[src/rtl/osc_freq_counter.sv]
// Ring-oscillator frequency counter with a Wishbone slave register interface.
// Each channel counts synchronised rising edges over a programmable gate window.
// At the end of the window the live counts are latched into COUNT registers.
module osc_freq_counter #(
    parameter int unsigned NCH    = 4,
    parameter int unsigned CNT_W  = 24,
    parameter int unsigned GATE_W = 24
) (
    input  logic              wb_clk_i,
    input  logic              wb_rst_i,
    input  logic              wbs_cyc_i,
    input  logic              wbs_stb_i,
    input  logic              wbs_we_i,
    input  logic [3:0]        wbs_sel_i,
    input  logic [31:0]       wbs_adr_i,
    input  logic [31:0]       wbs_dat_i,
    output logic              wbs_ack_o,
    output logic [31:0]       wbs_dat_o,
    input  logic [NCH-1:0]    osc_in,
    output logic [NCH-1:0]    osc_en,
    output logic              irq
);

    localparam logic [1:0] S_IDLE  = 2'd0;
    localparam logic [1:0] S_GATE  = 2'd1;
    localparam logic [1:0] S_LATCH = 2'd2;

    localparam logic [3:0]  A_CTRL     = 4'd0;
    localparam logic [3:0]  A_GATE     = 4'd1;
    localparam logic [3:0]  A_STATUS   = 4'd2;
    localparam int unsigned COUNT_BASE = 4;

    // Bus side
    logic              r_ack;
    logic [31:0]       r_dat_o;
    logic [3:0]        w_adr;
    logic              w_acc;
    logic              w_wr;
    logic              w_wr_ctrl;
    logic              w_wr_gate;
    logic              w_wr_status;
    logic              w_start;
    logic              w_abort;
    logic [31:0]       w_rd_data;

    // Control / status registers
    logic [NCH-1:0]    r_osc_en;
    logic              r_cont;
    logic              r_irq_en;
    logic [GATE_W-1:0] r_gate;
    logic              r_done;
    logic [NCH-1:0]    r_ovf;
    logic              r_irq;
    logic              w_done_nxt;
    logic              w_irq_en_nxt;
    logic [NCH-1:0]    w_ovf_nxt;

    // Sequencer
    logic [1:0]        r_state;
    logic [1:0]        w_state_nxt;
    logic              w_load;
    logic              w_latch;
    logic              w_busy;
    logic [GATE_W-1:0] r_gate_cnt;

    // Edge detection and counting
    logic [NCH-1:0]    r_sync1;
    logic [NCH-1:0]    r_sync2;
    logic [NCH-1:0]    r_sync3;
    logic [NCH-1:0]    w_pulse;
    logic [CNT_W-1:0]  r_live  [NCH];
    logic [NCH-1:0]    r_live_ovf;
    logic [CNT_W-1:0]  r_count [NCH];

    logic              w_unused;

    assign w_adr       = wbs_adr_i[5:2];
    assign w_acc       = wbs_cyc_i & wbs_stb_i & ~r_ack;
    assign w_wr        = w_acc & wbs_we_i;
    assign w_wr_ctrl   = w_wr & (w_adr == A_CTRL);
    assign w_wr_gate   = w_wr & (w_adr == A_GATE);
    assign w_wr_status = w_wr & (w_adr == A_STATUS);
    assign w_start     = w_wr_ctrl & wbs_dat_i[16];
    assign w_abort     = w_wr_status & wbs_dat_i[16];
    assign w_busy      = (r_state != S_IDLE);
    assign w_latch     = (r_state == S_LATCH) & ~w_abort;
    assign w_pulse     = r_sync2 & ~r_sync3;

    // Byte selects and undecoded address/data bits carry no meaning here
    assign w_unused = ^{wbs_sel_i, wbs_adr_i, wbs_dat_i};

    assign wbs_ack_o = r_ack;
    assign wbs_dat_o = r_dat_o;
    assign osc_en    = r_osc_en;
    assign irq       = r_irq;

    // Read mux: values as they stand before the accepting edge
    always_comb begin
        w_rd_data = '0;
        case (w_adr)
            A_CTRL: begin
                w_rd_data[NCH-1:0] = r_osc_en;
                w_rd_data[17]      = r_cont;
                w_rd_data[18]      = r_irq_en;
            end
            A_GATE: begin
                w_rd_data = 32'(r_gate);
            end
            A_STATUS: begin
                w_rd_data[0]       = w_busy;
                w_rd_data[1]       = r_done;
                w_rd_data[8 +: NCH] = r_ovf;
            end
            default: begin
                for (int unsigned i = 0; i < NCH; i++) begin
                    if (w_adr == 4'(COUNT_BASE + i)) begin
                        w_rd_data = 32'(r_count[i]);
                    end
                end
            end
        endcase
    end

    // Single-cycle ack with registered read data
    always_ff @(posedge wb_clk_i) begin
        if (wb_rst_i) begin
            r_ack   <= 1'b0;
            r_dat_o <= '0;
        end else begin
            r_ack <= w_acc;
            if (w_acc) begin
                r_dat_o <= w_rd_data;
            end
        end
    end

    // Next values for flags that also feed the registered interrupt
    always_comb begin
        w_irq_en_nxt = w_wr_ctrl ? wbs_dat_i[18] : r_irq_en;
        if (w_latch) begin
            w_done_nxt = 1'b1;
        end else if (w_wr_status && wbs_dat_i[1]) begin
            w_done_nxt = 1'b0;
        end else begin
            w_done_nxt = r_done;
        end
        w_ovf_nxt = w_wr_status ? (r_ovf & ~wbs_dat_i[8 +: NCH]) : r_ovf;
        if (w_latch) begin
            w_ovf_nxt = w_ovf_nxt | r_live_ovf;
        end
    end

    // Control, gate and status registers; latch sets win over clears
    always_ff @(posedge wb_clk_i) begin
        if (wb_rst_i) begin
            r_osc_en <= '0;
            r_cont   <= 1'b0;
            r_irq_en <= 1'b0;
            r_gate   <= '0;
            r_done   <= 1'b0;
            r_ovf    <= '0;
            r_irq    <= 1'b0;
        end else begin
            if (w_wr_ctrl) begin
                r_osc_en <= wbs_dat_i[NCH-1:0];
                r_cont   <= wbs_dat_i[17];
                r_irq_en <= wbs_dat_i[18];
            end
            if (w_wr_gate) begin
                r_gate <= wbs_dat_i[GATE_W-1:0];
            end
            r_done <= w_done_nxt;
            r_ovf  <= w_ovf_nxt;
            r_irq  <= w_done_nxt & w_irq_en_nxt;
        end
    end

    // Sequencer state register
    always_ff @(posedge wb_clk_i) begin
        if (wb_rst_i) begin
            r_state <= S_IDLE;
        end else begin
            r_state <= w_state_nxt;
        end
    end

    // Sequencer next state; abort beats everything, start needs a nonzero gate
    always_comb begin
        w_state_nxt = r_state;
        w_load      = 1'b0;
        case (r_state)
            S_IDLE: begin
                if (w_start && !w_abort && (r_gate != '0)) begin
                    w_state_nxt = S_GATE;
                    w_load      = 1'b1;
                end
            end
            S_GATE: begin
                if (w_abort) begin
                    w_state_nxt = S_IDLE;
                end else if (r_gate_cnt == GATE_W'(1)) begin
                    w_state_nxt = S_LATCH;
                end
            end
            S_LATCH: begin
                if (w_abort) begin
                    w_state_nxt = S_IDLE;
                end else if (r_cont) begin
                    w_state_nxt = S_GATE;
                    w_load      = 1'b1;
                end else begin
                    w_state_nxt = S_IDLE;
                end
            end
            default: begin
                w_state_nxt = S_IDLE;
            end
        endcase
    end

    // Gate window down-counter
    always_ff @(posedge wb_clk_i) begin
        if (wb_rst_i) begin
            r_gate_cnt <= '0;
        end else if (w_load) begin
            r_gate_cnt <= r_gate;
        end else if ((r_state == S_GATE) && (r_gate_cnt != '0)) begin
            r_gate_cnt <= r_gate_cnt - GATE_W'(1);
        end
    end

    // Two-flop synchroniser plus one flop for rising-edge detection
    always_ff @(posedge wb_clk_i) begin
        if (wb_rst_i) begin
            r_sync1 <= '0;
            r_sync2 <= '0;
            r_sync3 <= '0;
        end else begin
            r_sync1 <= osc_in;
            r_sync2 <= r_sync1;
            r_sync3 <= r_sync2;
        end
    end

    // Saturating live edge counters, active only during the gate window
    always_ff @(posedge wb_clk_i) begin
        if (wb_rst_i || w_load) begin
            for (int unsigned i = 0; i < NCH; i++) begin
                r_live[i] <= '0;
            end
            r_live_ovf <= '0;
        end else if (r_state == S_GATE) begin
            for (int unsigned i = 0; i < NCH; i++) begin
                if (r_osc_en[i] && w_pulse[i]) begin
                    if (r_live[i] == '1) begin
                        r_live_ovf[i] <= 1'b1;
                    end else begin
                        r_live[i] <= r_live[i] + CNT_W'(1);
                    end
                end
            end
        end
    end

    // Latched result registers
    always_ff @(posedge wb_clk_i) begin
        if (wb_rst_i) begin
            for (int unsigned i = 0; i < NCH; i++) begin
                r_count[i] <= '0;
            end
        end else if (w_latch) begin
            for (int unsigned i = 0; i < NCH; i++) begin
                r_count[i] <= r_live[i];
            end
        end
    end

endmodule

[config.mk]
export PLATFORM = sky130hd
export DESIGN_NAME = osc_freq_counter
export DESIGN_NICKNAME = d
export VERILOG_FILES = /design/src/rtl/osc_freq_counter.sv
export SDC_FILE = /design/constraint.sdc
export NUM_CORES = 1
export LEC_CHECK = 0
export ABC_CLOCK_PERIOD_IN_PS = 4400
export BUFFER_PORTS_ARGS = -buffer_cell sky130_fd_sc_hd__clkbuf_2
export CAP_MARGIN = 0
export CORE_ASPECT_RATIO = 1.5
export CORE_MARGIN = 5
export CORE_UTILIZATION = 60
export DETAILED_ROUTE_END_ITERATION = 12
export PLACE_DENSITY_LB_ADDON = 0.2
export SETUP_SLACK_MARGIN = 0.5
export SLEW_MARGIN = 10
export SYNTH_ARGS = -nofsm -noshare
export SYNTH_HDL_FRONTEND = slang
export SYNTH_SLANG_ARGS = --single-unit
export TNS_END_PERCENT = 50
[constraint.sdc]
create_clock -name wb_clk_i -period 4.4 [get_ports wb_clk_i]
set_clock_uncertainty 0.2 [all_clocks]
set_input_delay 0.66 -clock wb_clk_i [delete_from_list [all_inputs] [get_ports wb_clk_i]]
set_output_delay 0.66 -clock wb_clk_i [all_outputs]
set_load 0.1 [all_outputs]
==> results of run 1 <==
-- routing by layer --
layer  global-route usage  share of wire
met3               0.0335          0.069
met1                0.326           0.36
met2                0.475           0.50
met5                    0              0
met4                0.154          0.064
-- logic make-up (layout without fill, tap and decap cells) --
kind of cell	count (synthesis)	in the layout	share of synthesized area
flops	295	295	0.570
xor+xnor	89	89	0.0568
buf+inv	113	172	0.0340
fa+ha+maj	7	7	0.00638
mux	8	8	0.00601
compound gates	212	212	0.103
other cells	1	8	0.000273
simple gates	619	619	0.224
-- cell usage after synthesis, drive strengths merged (12+ instances only) --
cell    count  share of area
nand3      67          0.024
a22oi      19          0.010
nor4       19          0.010
inv        21         0.0057
dfxtp     103           0.15
buf        20         0.0086
and3      116          0.053
clkbuf     72          0.020
xor2       53          0.034
o21ai      59          0.021
xnor2      36          0.023
nor3       24         0.0091
nand4      18         0.0082
nor2      167          0.046
o22ai      12         0.0055
nand2     136          0.037
a222oi     14          0.010
a21oi      51          0.019
nor2b      24          0.011
edfxtp    192           0.42
-- area by class of cell --
cell class	count	area (µm²)	area share
Inverter	21	78.8	0.00516
Sequential cell	295	7830	0.513
Timing Repair Buffer	99	591	0.0387
Clock inverter	10	77.6	0.00508
Multi-Input combinational cell	943	5480	0.359
Clock buffer	42	868	0.0569
Tap cell	276	345	0.0226
-- worst min-delay path by stage --
stage                             from         end  depth (start not counted)
after detailed placement    r_sync1[1]  r_sync2[1]                          1
after global routing      wbs_dat_i[7]   r_gate[7]                          3
after global placement      r_sync1[1]  r_sync2[1]                          1
after CTS                    osc_in[1]  r_sync1[1]                          2
final                        osc_in[1]  r_sync1[1]                          2
after floorplan             r_sync1[0]  r_sync2[0]                          1
-- critical path: cells and delay by family --
family / cells / cell delay (ps)
and+or+nand+nor: 5 / 1310
AOI/OAI and AO/OA: 1 / 580
buffers and inverters: 2 / 510
-- where the power goes --
part,total [µW],internal [µW],switching (µW)
clock network,2460,1420,1040
registers,3090,3020,67.4
logic,396,92.5,303
total,5940,4530,1410
-- per-stage QoR --
stage          instances  hold WS, ps  cell area (µm²)   util  power, µW
6_report            1686          124            15300  0.680       5940
5_1_grt             1686          135            15300  0.680       6100
4_1_cts             1686          116            15300  0.680       5950
3_5_place_dp        1634          220            14300  0.637       3530
3_3_place_gp        1634          219            14300  0.637       3530
2_1_floorplan       1351          214            13800      -       3410
-- sequential cells by signal (all words and copies together) (netlist names) --
register	count
irq	1
osc_en	4
r_cont	1
r_count	96
r_done	1
r_gate	24
r_gate_cnt	24
r_irq_en	1
r_live	96
r_live_ovf	4
r_ovf	4
r_state	2
r_sync1	4
r_sync2	4
r_sync3	4
wbs_ack_o	1
wbs_dat_o	24
==> results.md, run 1 <==
- Post-CTS setup buffers: 0
- Slew headroom: 0.312
- Die W: ~130 µm
- Post-synthesis sequential area ratio: 0.570
- YS warnings: 0
- Post-synth top flop: edfxtp_1
- Crit path max-delay cell type: a2111oi_2
- Ys async rst share: 0
- Final hold vios: 0
- Global route total overflow: 0
- CTS max path bufs: 3
- Worst-path cell chain: clkbuf_2, nor4b_1, nand3_1, a2111oi_2, or2_1, or3_1, buf_4, nor2_1
- Diode count: 0
- Startpoint Class: input pin
- Dpl hpwl: around 25000 µm
- Worst EP arrival: 3060 ps
- Reg2reg start: r_gate_cnt[16]
- R2R setup slack: 1460 ps
- CP Launch Point: wbs_adr_i[4]
- Largest net degree at the start of global routing: 67
- DR pass1 iterations: 7
- Placeable core area: between 0.02 and 0.025 mm²
- Final Setup Violations: 0
- H-tree levels: 1
- Clk_lat worst skew: around 540 ps
- Setup CP Type: in -> reg
- GPL Wtd Cong: 0.958
- Number of synthesized flops with an enable pin: 192
- Post-Route WL: 36100 µm
- Via/cell ratio: 6.29
- Via count: 10.6k
- Drt wl/cell: 21.4 µm
- # fillers: 1726
- Overall global routing resource usage: 0.272
- Die Y: between 150 and 200 µm
- Post-Syn Area: 0.0137 mm²
- Syn_area_per_cell: 10.2 µm²
- Setup TNS: 0 ps
- Crit path time final: around 3000 ps
- RR Endpoint: r_gate_cnt[22]
- Crit-path max FO: 23
- Commonest cells after routing, fill and taps aside: edfxtp_1, nor2_1, nand2_1
- Root buffer cell: clkbuf_16
- Pleak: 0.00585 µW
- Fin crit share: 0.677
- TritonCTS Buffers: 28
- Initial Util: 0.611
- Vias in the first global route: between 10k and 15k
- CTS tree: yes
- Port bufs: 66
- Power per cell area: around 390 mW/mm²
- RSZ-0062 raised after global routing: false
- Least-Margin Pin Slew: 1030 ps
- Post-layout net count: 1472
- Final ANT Viol Nets: 0
- Clock-pin slew on the worst setup and hold paths: 60 ps
- Post-synthesis sequential element count: slightly below 300
- End of the critical path: r_live[2][5]
- VDD IR max: 0.377 mV
- Initial antenna violation count: 0
- Worst setup EP type: register
- Share of cells above drive strength 1: 0.116
- Worst slack, placed: 924 ps
- CTS Sinks: 295
- FMAX: 336 MHz
- Crit-path max cell delay: between 500 and 600 ps
- Commonest non-fill, non-tap cell in the layout: edfxtp_1
- Post-Syn Instances: 1344
- Required @ worst endpoint: 4480 ps
- DRC: 0
- Max-slew violation count: 0
- Area of the die: approximately 0.026 mm²
- Result of the run: finished clean
- I/O pins: between 100 and 150
- Netlist cell types: 67
- Row count: 67
- Min-delay worst type: in -> reg
- Area growth syn-to-layout: 11.1%
- First-pass GRT wire length: about 56000 µm
- Post-CTS sizing: 0
- Length in cells of the worst reg-to-reg path: 6
- Hold_buf cts: 0
- Max Cap Violations: 0
- DRT iter0 DRCs: approximately 1.2k
- Setup ws final: 1420 ps
No activity file was read; power rests on OpenSTA's default activity.
==> run 2, diff against run 1 <==
--- a/config.mk
+++ b/config.mk
@@ -5,12 +5,13 @@
 export SDC_FILE = /design/constraint.sdc
 export NUM_CORES = 1
 export LEC_CHECK = 0
-export ABC_CLOCK_PERIOD_IN_PS = 4400
+export ABC_AREA = 1
+export ABC_CLOCK_PERIOD_IN_PS = 2600
 export BUFFER_PORTS_ARGS = -buffer_cell sky130_fd_sc_hd__clkbuf_2
 export CAP_MARGIN = 0
 export CORE_ASPECT_RATIO = 1.5
 export CORE_MARGIN = 5
-export CORE_UTILIZATION = 60
+export CORE_UTILIZATION = 55
 export DETAILED_ROUTE_END_ITERATION = 12
 export PLACE_DENSITY_LB_ADDON = 0.2
 export SETUP_SLACK_MARGIN = 0.5
==> constraint.sdc (replaced) <==
create_clock -name wb_clk_i -period 2.6 [get_ports wb_clk_i]
set_clock_uncertainty 0.2 [all_clocks]
set_input_delay 0.39 -clock wb_clk_i [delete_from_list [all_inputs] [get_ports wb_clk_i]]
set_output_delay 0.39 -clock wb_clk_i [all_outputs]
set_load 0.1 [all_outputs]
==> results.md, run 2 <==
- Result of the run: finished clean
- Post-synth top flop: edfxtp_1
- Setup CP Type: reg -> reg
- Worst-path cell chain: inv_2, nand4_1, buf_4, nor3_4, nand3_2, nand3_4, buf_4, clkinvlp_4, buf_8, nand2_4
- CTS Sinks: 295 (unchanged)
- Adder and majority cell fraction of the synthesized area: 0.00585 (-0.000527)
- Area growth syn-to-layout: 23.2%
- Area leader, netlist: edfxtp_1
- Placeable core area: 0.0270 mm² (+20%)
- Crit path time final: 2190 ps
- Final hold vios: 0 (unchanged)
- Least-Margin Pin Slew: 585 ps (-443 ps)
- GPL Wtd Cong: 0.929 (-3.1%)
- Worst EP arrival: 2270 ps (-790 ps)
- Area of the die: 0.0307 mm² (+18%)
- Fin crit share: 0.844
- Die W: 145 µm (+8.4%)
- Largest cells by area after synthesis: edfxtp_1, dfxtp_1, nor2_1
- Post-synthesis compound-gate area fraction: 0.0541 (-0.0491)
- Most used cell, CP: buf_4
- R2R setup slack: 410 ps (-1050 ps)
- Final Setup Violations: 0 (unchanged)
- Crit path max-delay cell type: dfxtp_4
- Initial antenna violation count: 0 (unchanged)
- DRC: 0 (unchanged)
- Drt wl/cell: 18.3 µm (-15%)
- Port bufs: 66 (unchanged)
- CP bufs+invs: 5 (+3)
- I/O pins: 115 (unchanged)
- Post-synth top area share: 0.385 (-0.0347)
- Critical path's top delay family: buffers and inverters
- VDD IR max: 0.687 mV (+82%)
- Power per cell area: 559 mW/mm² (+44%)
- FMAX: 456 MHz
- Die Y: 212 µm (+8.6%)
- Largest family of logic cells by synthesized area: simple AND/OR/NAND/NOR gates
- Number of synthesized flops with an enable pin: 192 (unchanged)
- Max-slew violation count: 0 (unchanged)
- Diode count: 0 (unchanged)
- TritonCTS Buffers: 29 (+3.6%)
- Share of cells above drive strength 1: 0.190 (+0.0743)
- Via count: 13.0k (+23%)
- H-tree levels: 1 (unchanged)
- Row count: 74 (+10%)
- Pleak: 0.00777 µW (+33%)
- RSZ-0062 raised after global routing: true
- DR pass1 iterations: 5 (-2)
- Post-Syn Area: 0.0150 mm² (+9.0%)
- First-pass GRT wire length: 64300 µm (+15%)
- Post-synthesis sequential element count: 295 (unchanged)
- Post-synthesis simple-gate area fraction: 0.289 (+0.0652)
- Clock-pin slew on the worst setup and hold paths: 60 ps (about the same)
- Synth cell count leaders: nor2_1, nand2_1, inv_1
- Crit-path max FO: 6 (-74%)
- Commonest non-fill, non-tap cell in the layout: nor2_1
- YS warnings: 0 (unchanged)
- Most frequent cell after synthesis: nor2_1
- Slew headroom: 0.610 (+0.298)
- Max Cap Violations: 0 (unchanged)
- Startpoint Class: register
- Via/cell ratio: 5.51 (-12%)
- Overall global routing resource usage: 0.269 (-0.00385)
- Min-delay worst type: in -> reg
- DRT iter0 DRCs: 1210 (+5.2%)
- Vias in the first global route: 12.4k (+19%)
- Post-Syn Instances: 1813 (+35%)
- Largest net degree at the start of global routing: 51 (-24%)
- Post-Route WL: 43100 µm (+19%)
- CTS tree: yes
- Commonest cells after routing, fill and taps aside: nor2_1, nand2_1, inv_1
- Top Registers: r_count (96), r_live (96)
- Syn_area_per_cell: 8.26 µm² (-19%)
- Setup TNS: 0 ps (unchanged)
- Required @ worst endpoint: 2670 ps (-1810 ps)
- Initial Util: 0.554 (-0.0575)
- Clk_lat worst skew: 570 ps (+30 ps)
- Dpl hpwl: 28900 µm (+14%)
- Crit-path max cell delay: 340 ps (-240 ps)
- Ys async rst share: 0 (unchanged)
- Worst setup EP type: register
- Final ANT Viol Nets: 0 (unchanged)
- Mux cell area share after synthesis: 0 (-0.00601)
- Post-synthesis sequential area ratio: 0.523 (-0.0471)
- Root buffer cell: clkbuf_16
- Post-layout net count: 2078 (+41%)
- Netlist cell types: 43 (-36%)
- Global route total overflow: 0 (unchanged)
- Xor and xnor fraction of the mapped netlist area: 0.0439 (-0.0129)
- Tot Pwr: 10300 µW (+73%)
- CTS max path bufs: 3 (unchanged)
## run 2: changes by cell type in the layout (fill, tap and decap cells not counted), sizes merged, moves of 23 or more
cell and delta:
and3 -116, buf +74, dlygate4sd3 +28, inv +211, nand2 +184, nand3 +52, nand4 +23, nor2 +263
nor2b -24, nor3 +37, xnor2 -33
## run 2: cells by family after synthesis
family,after synthesis
flip-flops,295
adder cells (fa/ha/maj),7
buffers and inverters,306
AO/OA/AOI/OAI,149
other,1
XOR/XNOR,75
AND/OR/NAND/NOR,980
## run 2: layer usage
metal	routed length, µm	share of wire	global-route usage
met1	15800	0.37	0.310
met2	22500	0.52	0.488
met3	2290	0.053	0.0297
met4	2450	0.057	0.133
met5	0	0	0
## run 2: worst reg2reg max path, cell delays in order, from the launching register on
cell and delay (ps):
dfxtp_4 340, inv_2 50, nand4_1 70, buf_4 180, nor3_4 180, nand3_2 140
nand3_4 150, buf_4 150, clkinvlp_4 110, buf_8 190, nand2_4 140
## run 2: power breakdown
| part | switching, µW | total (µW) | leakage (µW) | internal, µW |
|---|---|---|---|---|
| Combinational | 604 | 816 | 0.00446 | 212 |
| Clock | 1820 | 4280 | 0.000483 | 2460 |
| Sequential | 95.2 | 5210 | 0.00282 | 5110 |
## run 2: area by class of cell
type                            count  area [µm²]
Fill cell                        2136        8590
Sequential cell                   295        7840
Multi-Input combinational cell   1225        6500
Timing Repair Buffer              205        1790
Inverter                          234         888
Clock buffer                       36         792
Tap cell                          342         428
Clock inverter                     18         174
Timing Repair inverter              4        30.0
## run 2: stage by stage
step | utilization | hold slack (ps) | cell area (µm²) | setup WS [ps] | cells
after floorplan | - | 188 | 15100 | 371 | 1820
after global placement | 0.590 | 194 | 16000 | -42.2 | 2203
after detailed placement | 0.590 | 202 | 16000 | -140 | 2203
after CTS | 0.661 | 14.0 | 17900 | 396 | 2324
after global routing | 0.682 | 24.0 | 18400 | 328 | 2359
final | 0.682 | 12.6 | 18400 | 406 | 2359
## run 2: worst paths after layout
| check | start | endpoint | depth (start not counted) |
|---|---|---|---|
| setup reg to reg | wbs_ack_o | r_live[0][0] | 10 |
| setup / recovery | wbs_ack_o | r_live[0][0] | 10 |
| hold / removal | wbs_cyc_i | wbs_ack_o | 4 |
| hold reg to reg | r_sync1[3] | r_sync2[3] | 2 |
## run 2: repair_timing
action,4_1_cts,5_1_grt
setup buffers,30,27
pin swaps,23,15
hold buffers,28,0
endpoints found under the setup margin,300,206
cloned,9,8
resized for setup,68,52
endpoints found under the hold margin,36,0
